File: config.mk
export PLATFORM = sky130hd
export DESIGN_NAME = score_display_scanner
export DESIGN_NICKNAME = d
export VERILOG_FILES = /design/src/rtl/score_display_scanner.sv
export SDC_FILE = /design/constraint.sdc
export NUM_CORES = 1
export LEC_CHECK = 0
export ABC_AREA = 1
export BUFFER_PORTS_ARGS = -buffer_cell sky130_fd_sc_hd__buf_2
export CAP_MARGIN = 30
export CORE_ASPECT_RATIO = 2
export CORE_MARGIN = 1
export CORE_UTILIZATION = 60
export DETAILED_ROUTE_END_ITERATION = 8
export PLACE_DENSITY = 0.84
export RECOVER_POWER = 50
export SLEW_MARGIN = 20
export SYNTH_ARGS = -nofsm -noshare
export SYNTH_HDL_FRONTEND = slang
export SYNTH_SLANG_ARGS = --single-unit
File: constraint.sdc
create_clock -name clk -period 2.1 [get_ports clk]
set_input_delay 0.42 -clock clk [delete_from_list [all_inputs] [get_ports clk]]
set_output_delay 0.42 -clock clk [all_outputs]
set_load 0.05 [all_outputs]
File: src/rtl/score_display_scanner.sv
// Pong score front end: saturates both scores, converts them with a shared double-dabble engine,
// and scans "P1 xx P2 yy" across eight anodes. Optional `SCORE_BLINK_EN adds winner blinking.
module score_display_scanner #(
    parameter int REFRESH_DIV = 100000,
    parameter int MAX_SCORE   = 99
`ifdef SCORE_BLINK_EN
    ,
    parameter int WIN_SCORE   = 7,
    parameter int BLINK_DIV   = 25_000_000
`endif
) (
    input  logic       clk,
    input  logic       rst_n,
    input  logic [6:0] score_l,
    input  logic [6:0] score_r,
    input  logic       score_valid,
    output logic       busy,
    output logic [7:0] anode,
    output logic [3:0] digit
);

    localparam int CNT_W = (REFRESH_DIV > 2) ? $clog2(REFRESH_DIV) : 1;

    typedef enum logic [1:0] {IDLE, CONV_L, CONV_R, COMMIT} state_t;

    state_t      state_q, state_d;
    logic [2:0]  iter;
    logic [14:0] sh;
    logic [14:0] step;
    logic [7:0]  bcd_l;
    logic [6:0]  cap_r;
    logic [6:0]  pend_l, pend_r;
    logic        pend;
    logic        load_in, load_pend, commit;
    logic [3:0]  tens_l, units_l, tens_r, units_r;
    logic [CNT_W-1:0] cnt;
    logic [2:0]  idx;
    logic [3:0]  pos_code;

    function automatic logic [6:0] sat(input logic [6:0] s);
        if (int'(s) > MAX_SCORE) return 7'(MAX_SCORE);
        return s;
    endfunction

    // One double-dabble iteration: BCD nibbles live in [14:7], binary in [6:0].
    function automatic logic [14:0] dd_step(input logic [14:0] v);
        logic [14:0] t;
        t = v;
        if (t[14:11] >= 4'd5) t[14:11] = t[14:11] + 4'd3;
        if (t[10:7]  >= 4'd5) t[10:7]  = t[10:7]  + 4'd3;
        return {t[13:0], 1'b0};
    endfunction

    function automatic logic [3:0] blank_zero(input logic [3:0] t);
        return (t == 4'd0) ? 4'hF : t;
    endfunction

    assign step = dd_step(sh);

    always_comb begin
        state_d   = state_q;
        load_in   = 1'b0;
        load_pend = 1'b0;
        commit    = 1'b0;
        case (state_q)
            IDLE: if (score_valid) begin
                state_d = CONV_L;
                load_in = 1'b1;
            end
            CONV_L: if (iter == 3'd6) state_d = CONV_R;
            CONV_R: if (iter == 3'd6) state_d = COMMIT;
            COMMIT: begin
                // A newer request supersedes this result, so the display is left untouched.
                if (score_valid) begin
                    state_d = CONV_L;
                    load_in = 1'b1;
                end else if (pend) begin
                    state_d   = CONV_L;
                    load_pend = 1'b1;
                end else begin
                    state_d = IDLE;
                    commit  = 1'b1;
                end
            end
            default: state_d = IDLE;
        endcase
    end

`ifdef SCORE_BLINK_EN
    logic [6:0] cap_l, sc_l, sc_r;
    logic [$clog2(BLINK_DIV+1)-1:0] blink_cnt;
    logic       blink;
    logic       hide_l, hide_r;

    always_ff @(posedge clk or negedge rst_n) begin
        if (!rst_n) begin
            blink_cnt <= '0;
            blink     <= 1'b0;
            cap_l     <= '0;
            sc_l      <= '0;
            sc_r      <= '0;
        end else begin
            if (int'(blink_cnt) == BLINK_DIV - 1) begin
                blink_cnt <= '0;
                blink     <= ~blink;
            end else begin
                blink_cnt <= blink_cnt + 1'b1;
            end
            if (load_in)   cap_l <= sat(score_l);
            if (load_pend) cap_l <= pend_l;
            if (commit) begin
                sc_l <= cap_l;
                sc_r <= cap_r;
            end
        end
    end

    assign hide_l = blink && (int'(sc_l) >= WIN_SCORE);
    assign hide_r = blink && (int'(sc_r) >= WIN_SCORE);
`else
    logic hide_l, hide_r;
    assign hide_l = 1'b0;
    assign hide_r = 1'b0;
`endif

    always_ff @(posedge clk or negedge rst_n) begin
        if (!rst_n) begin
            state_q <= IDLE;
            busy    <= 1'b0;
            iter    <= '0;
            sh      <= '0;
            bcd_l   <= '0;
            cap_r   <= '0;
            pend    <= 1'b0;
            pend_l  <= '0;
            pend_r  <= '0;
            tens_l  <= 4'hF;
            units_l <= 4'h0;
            tens_r  <= 4'hF;
            units_r <= 4'h0;
        end else begin
            state_q <= state_d;
            busy    <= (state_d != IDLE);

            if (load_in || load_pend) begin
                pend <= 1'b0;
            end else if (score_valid && state_q != IDLE) begin
                pend   <= 1'b1;
                pend_l <= sat(score_l);
                pend_r <= sat(score_r);
            end

            if (load_in) begin
                sh    <= {8'd0, sat(score_l)};
                cap_r <= sat(score_r);
                iter  <= '0;
            end else if (load_pend) begin
                sh    <= {8'd0, pend_l};
                cap_r <= pend_r;
                iter  <= '0;
            end else if (state_q == CONV_L) begin
                if (iter == 3'd6) begin
                    bcd_l <= step[14:7];
                    sh    <= {8'd0, cap_r};
                    iter  <= '0;
                end else begin
                    sh   <= step;
                    iter <= iter + 3'd1;
                end
            end else if (state_q == CONV_R) begin
                sh   <= step;
                iter <= (iter == 3'd6) ? 3'd0 : iter + 3'd1;
            end

            if (commit) begin
                tens_l  <= blank_zero(bcd_l[7:4]);
                units_l <= bcd_l[3:0];
                tens_r  <= blank_zero(sh[14:11]);
                units_r <= sh[10:7];
            end
        end
    end

    always_comb begin
        pos_code = 4'hF;
        case (idx)
            3'd7: pos_code = 4'hB;
            3'd6: pos_code = 4'h1;
            3'd5: pos_code = hide_l ? 4'hF : tens_l;
            3'd4: pos_code = hide_l ? 4'hF : units_l;
            3'd3: pos_code = 4'hB;
            3'd2: pos_code = 4'h2;
            3'd1: pos_code = hide_r ? 4'hF : tens_r;
            3'd0: pos_code = hide_r ? 4'hF : units_r;
            default: pos_code = 4'hF;
        endcase
    end

    // Anode and code are loaded together from idx so they always describe the same position.
    always_ff @(posedge clk or negedge rst_n) begin
        if (!rst_n) begin
            cnt   <= '0;
            idx   <= '0;
            anode <= 8'hFF;
            digit <= 4'hF;
        end else if (cnt == CNT_W'(REFRESH_DIV - 1)) begin
            cnt   <= '0;
            idx   <= idx + 3'd1;
            anode <= ~(8'd1 << idx);
            digit <= pos_code;
        end else begin
            cnt <= cnt + 1'b1;
        end
    end

endmodule

==> parameters.txt <==
Parameter                              Value

Status
  Outcome    complete, no violations

STA
  Final period demand of the worst path    ~1800 ps
  Setup ws final    283 ps
  Normalized max-slew margin    0.563
  Number of endpoints with negative hold slack in the final report    0
  Share of the cycle needed by the critical path after routing    0.865
  Peak Freq    approximately 550 MHz
  Worst clock skew    roughly 9 ps
  RSZ-0062 raised after global routing    no
  Worst Max-Slew Pin Slew    ~660 ps
  Total Negative Setup Slacks    0 ps
  Final setup viols    0
  Final Max Tran Viols    0

Route
  Total via count in the routed design    between 4,000 and 5,000
  Total length of routed wires    about 12 mm
  Number of DRC markers after the initial detailed-route iteration    roughly 280
  Antenna-violating nets left    0
  Post-detailed-route DRC marker count    0
  Post-detailed-route via-to-cell ratio    5.47
  Post-detailed-route wirelength per cell    14.7 um
  First-pass iteration count of the detailed router    5

Run
  Count of maximum capacitance violations    0

Placement
  HPWL after detailed placement    roughly 8.8 mm
  Placer Congestion    between 0.9 and 1
  Worst setup slack after placement    between 200 and 250 ps
  Port-buffer cells    29

CTS
  Clock tree buffer depth    2
  Clock buffer count from CTS    9
  TritonCTS Sinks    about 100
  Skew-Pair Late Insertion Delay    roughly 350 ps
  Post-cts gate resize count    0
  CTS tree    done
  Buffer type at the clock tree root    sky130_fd_sc_hd__clkbuf_16
  CTS H-tree lvls    3
  Clock transition at the registers of the reported paths    about 60 ps

Power
  Proportion of power drawn by combinational gates    0.330
  Net Switching    about 2.6 mW
  Internal power of the cells    around 4.5 mW
  Sequential share of power    0.413
  Proportion of power drawn by the clock network    0.257
  Pwr/cell area    approximately 1200 nW/um2
  Leakage Power    roughly 3.0 nW
  Fraction of power spent switching nets    0.368
  Worst ir drop on vdd    about 1000 uV

Layout
  Antenna cells    0
  Area delta synth->final    12.1%
  Filler cell count in the final layout    around 700
  Area taken by multi-input logic gates    2130 um2
  Fraction of final layout cells sized beyond drive strength 1    0.131
  Net count, final    between 700 and 800
  Most frequent cells in the layout    sky130_fd_sc_hd__nand2_1 (183), sky130_fd_sc_hd__nor2_1 (97), sky130_fd_sc_hd__inv_1 (96)
  Most frequent standard cell in the layout excluding fill and tap cells    sky130_fd_sc_hd__nand2_1
  Area of all sequential standard cells    ~2500 um2

Critical path
  Slowest CP cell    sky130_fd_sc_hd__dfrtp_1
  Worst setup SP type    flop
  Crit end category    flop
  Most numerous cell on the critical path    sky130_fd_sc_hd__inv_1
  Critical Path RT    ~2400 ps
  Highest net fanout along the worst path    11
  Cells along the critical path    inv_1 > ha_1 > inv_1 > nand2_1 > inv_1 > buf_4 > nand2_1 > o21ai_0 > nor2_1 > a21oi_1
  Critical path class    flop to flop
  Data arrival time of the worst path    2090 ps
  Maximum single-stage delay on the critical path    ~400 ps

Floorplanning
  Rows    47
  Y dimension of the die    around 130 um
  Initial cell density of the core    0.618
  Standard cell core area    approximately 8200 um2
  Number of placed I/O pins    30
  Die boundary width    about 67 um
  Total die area    between 8000 and 9000 um2

Global routing
  Number of global-route vias before repair    between 4,000 and 5,000
  Antenna violations before repair    0
  Total grt overflow    0
  First-pass GRT wire length    20.1 mm
  Overall fraction of global-route tracks in use    0.302
  Largest net degree at the start of global routing    44

Synth
  Gate count after technology mapping    between 600 and 700
  Synthesis Warnings    0
  Syn avg cell area    around 7.7 um2
  Post-synthesis instance area    about 5100 um2
  Yosys reg bits    slightly below 100
  Prevailing post-synth register cell    sky130_fd_sc_hd__dfrtp_1
  Number of enable-type register cells in the synthesized netlist    0
  Post-synthesis net count    around 700
  Part of the Yosys area used for sequential elements    0.492
  Share of synthesized flip-flops with an asynchronous set or reset    1.00
  Synth unique cells    32

Min path
  Class of the tightest hold or removal check    input pin to flop
-- timing repair --
action	CTS	global route
setup buffers	0	1
endpoints found under the hold margin	11	0
hold buffers	1	0
endpoints found under the setup margin	0	6
-- through the flow --
stage	power, mW	hold slack (ps)	instances	instance area, um2	util
floorplan	4.47	124	663	5090	-
global placement	5.07	350	789	5390	0.654
detailed placement	5.19	355	789	5390	0.654
CTS	7.04	330	806	5720	0.695
global route	7.54	342	807	5710	0.693
finish	7.05	325	807	5710	0.693
-- state kept, by name (all words and copies together), names as in the netlist, 7 cells and up --
name / count
cap_r: 7
sh: 15
pend_r: 7
anode: 8
cnt: 17
pend_l: 7
bcd_l: 8
-- synth_stat cells, types with 2 or more instances --
master                     instances  area [um2]
sky130_fd_sc_hd__nand2_1         183         687
sky130_fd_sc_hd__nor2_1           97         364
sky130_fd_sc_hd__inv_1            96         360
sky130_fd_sc_hd__dfrtp_1          79        1980
sky130_fd_sc_hd__o21ai_0          54         270
sky130_fd_sc_hd__nand3_1          30         150
sky130_fd_sc_hd__dfstp_2          20         526
sky130_fd_sc_hd__a21oi_1          17        85.1
sky130_fd_sc_hd__ha_1             15         188
sky130_fd_sc_hd__nand4_1          11        68.8
sky130_fd_sc_hd__o21ai_1           7        35.0
sky130_fd_sc_hd__xor2_1            7        61.3
sky130_fd_sc_hd__buf_2             6        30.0
sky130_fd_sc_hd__a31oi_1           5        31.3
sky130_fd_sc_hd__inv_2             5        18.8
sky130_fd_sc_hd__nor2_4            4        45.0
sky130_fd_sc_hd__nor3_1            4        20.0
sky130_fd_sc_hd__clkbuf_1          3        11.3
sky130_fd_sc_hd__nand2_2           3        18.8
sky130_fd_sc_hd__o22ai_1           3        18.8
sky130_fd_sc_hd__buf_6             2        22.5
sky130_fd_sc_hd__nor2_2            2        12.5
-- path summary, 6_finish.rpt --
check	end	depth (start not counted)	from	slack (ps)
min	pend_l[6]	3	score_l[6]	330
max reg2reg	sh[5]	10	state_q[1]	280
max in group asynchronous	units_l[2]	3	rst_n	360
max	sh[5]	10	state_q[1]	280
min reg2reg	digit[1]	2	digit[1]	470
min in group asynchronous	idx[0]	2	rst_n	640
-- metal layers --
metal	part of all wire	GRT usage	vias to the layer above
li1	-	-	2152
met1	0.34	0.289	2088
met2	0.58	0.566	121
met3	0.025	0.0407	53
met4	0.056	0.184	0
met5	0	0	-
-- worst max-delay path: cells and delay by family (launching register included) --
family	cells	cell delay (ps)
compound gates	2	210
simple gates	3	230
fa+ha+maj	1	340
flops	1	400
buf+inv	4	570
-- cells by family (layout without fill, tap and decap cells) --
kind of cell / count (synthesis) / in the layout / synth area share
flops: 99 / 99 / 0.492
compound gates: 89 / 89 / 0.0912
simple gates: 338 / 338 / 0.278
fa+ha+maj: 15 / 15 / 0.0369
xor+xnor: 7 / 7 / 0.0120
buf+inv: 115 / 161 / 0.0902
-- power groups by stage --
stage	Combinational [mW]	Clock, mW	Sequential, mW
6_report	2.33	1.81	2.91
5_1_grt	2.66	1.92	2.96
3_3_place_gp	2.17	0	2.90
3_5_place_dp	2.27	0	2.92
2_1_floorplan	1.63	0	2.84
4_1_cts	2.31	1.83	2.90
-- layout make-up --
class	instances	share of cell area
clock inverter	4	0.0127
tap	98	0.0215
inverter	103	0.0679
sequential	99	0.438
timing repair buffer	42	0.0416
clock buffer	12	0.0449
multi-input combinational	449	0.373
Power figures use the tool's default switching activity.
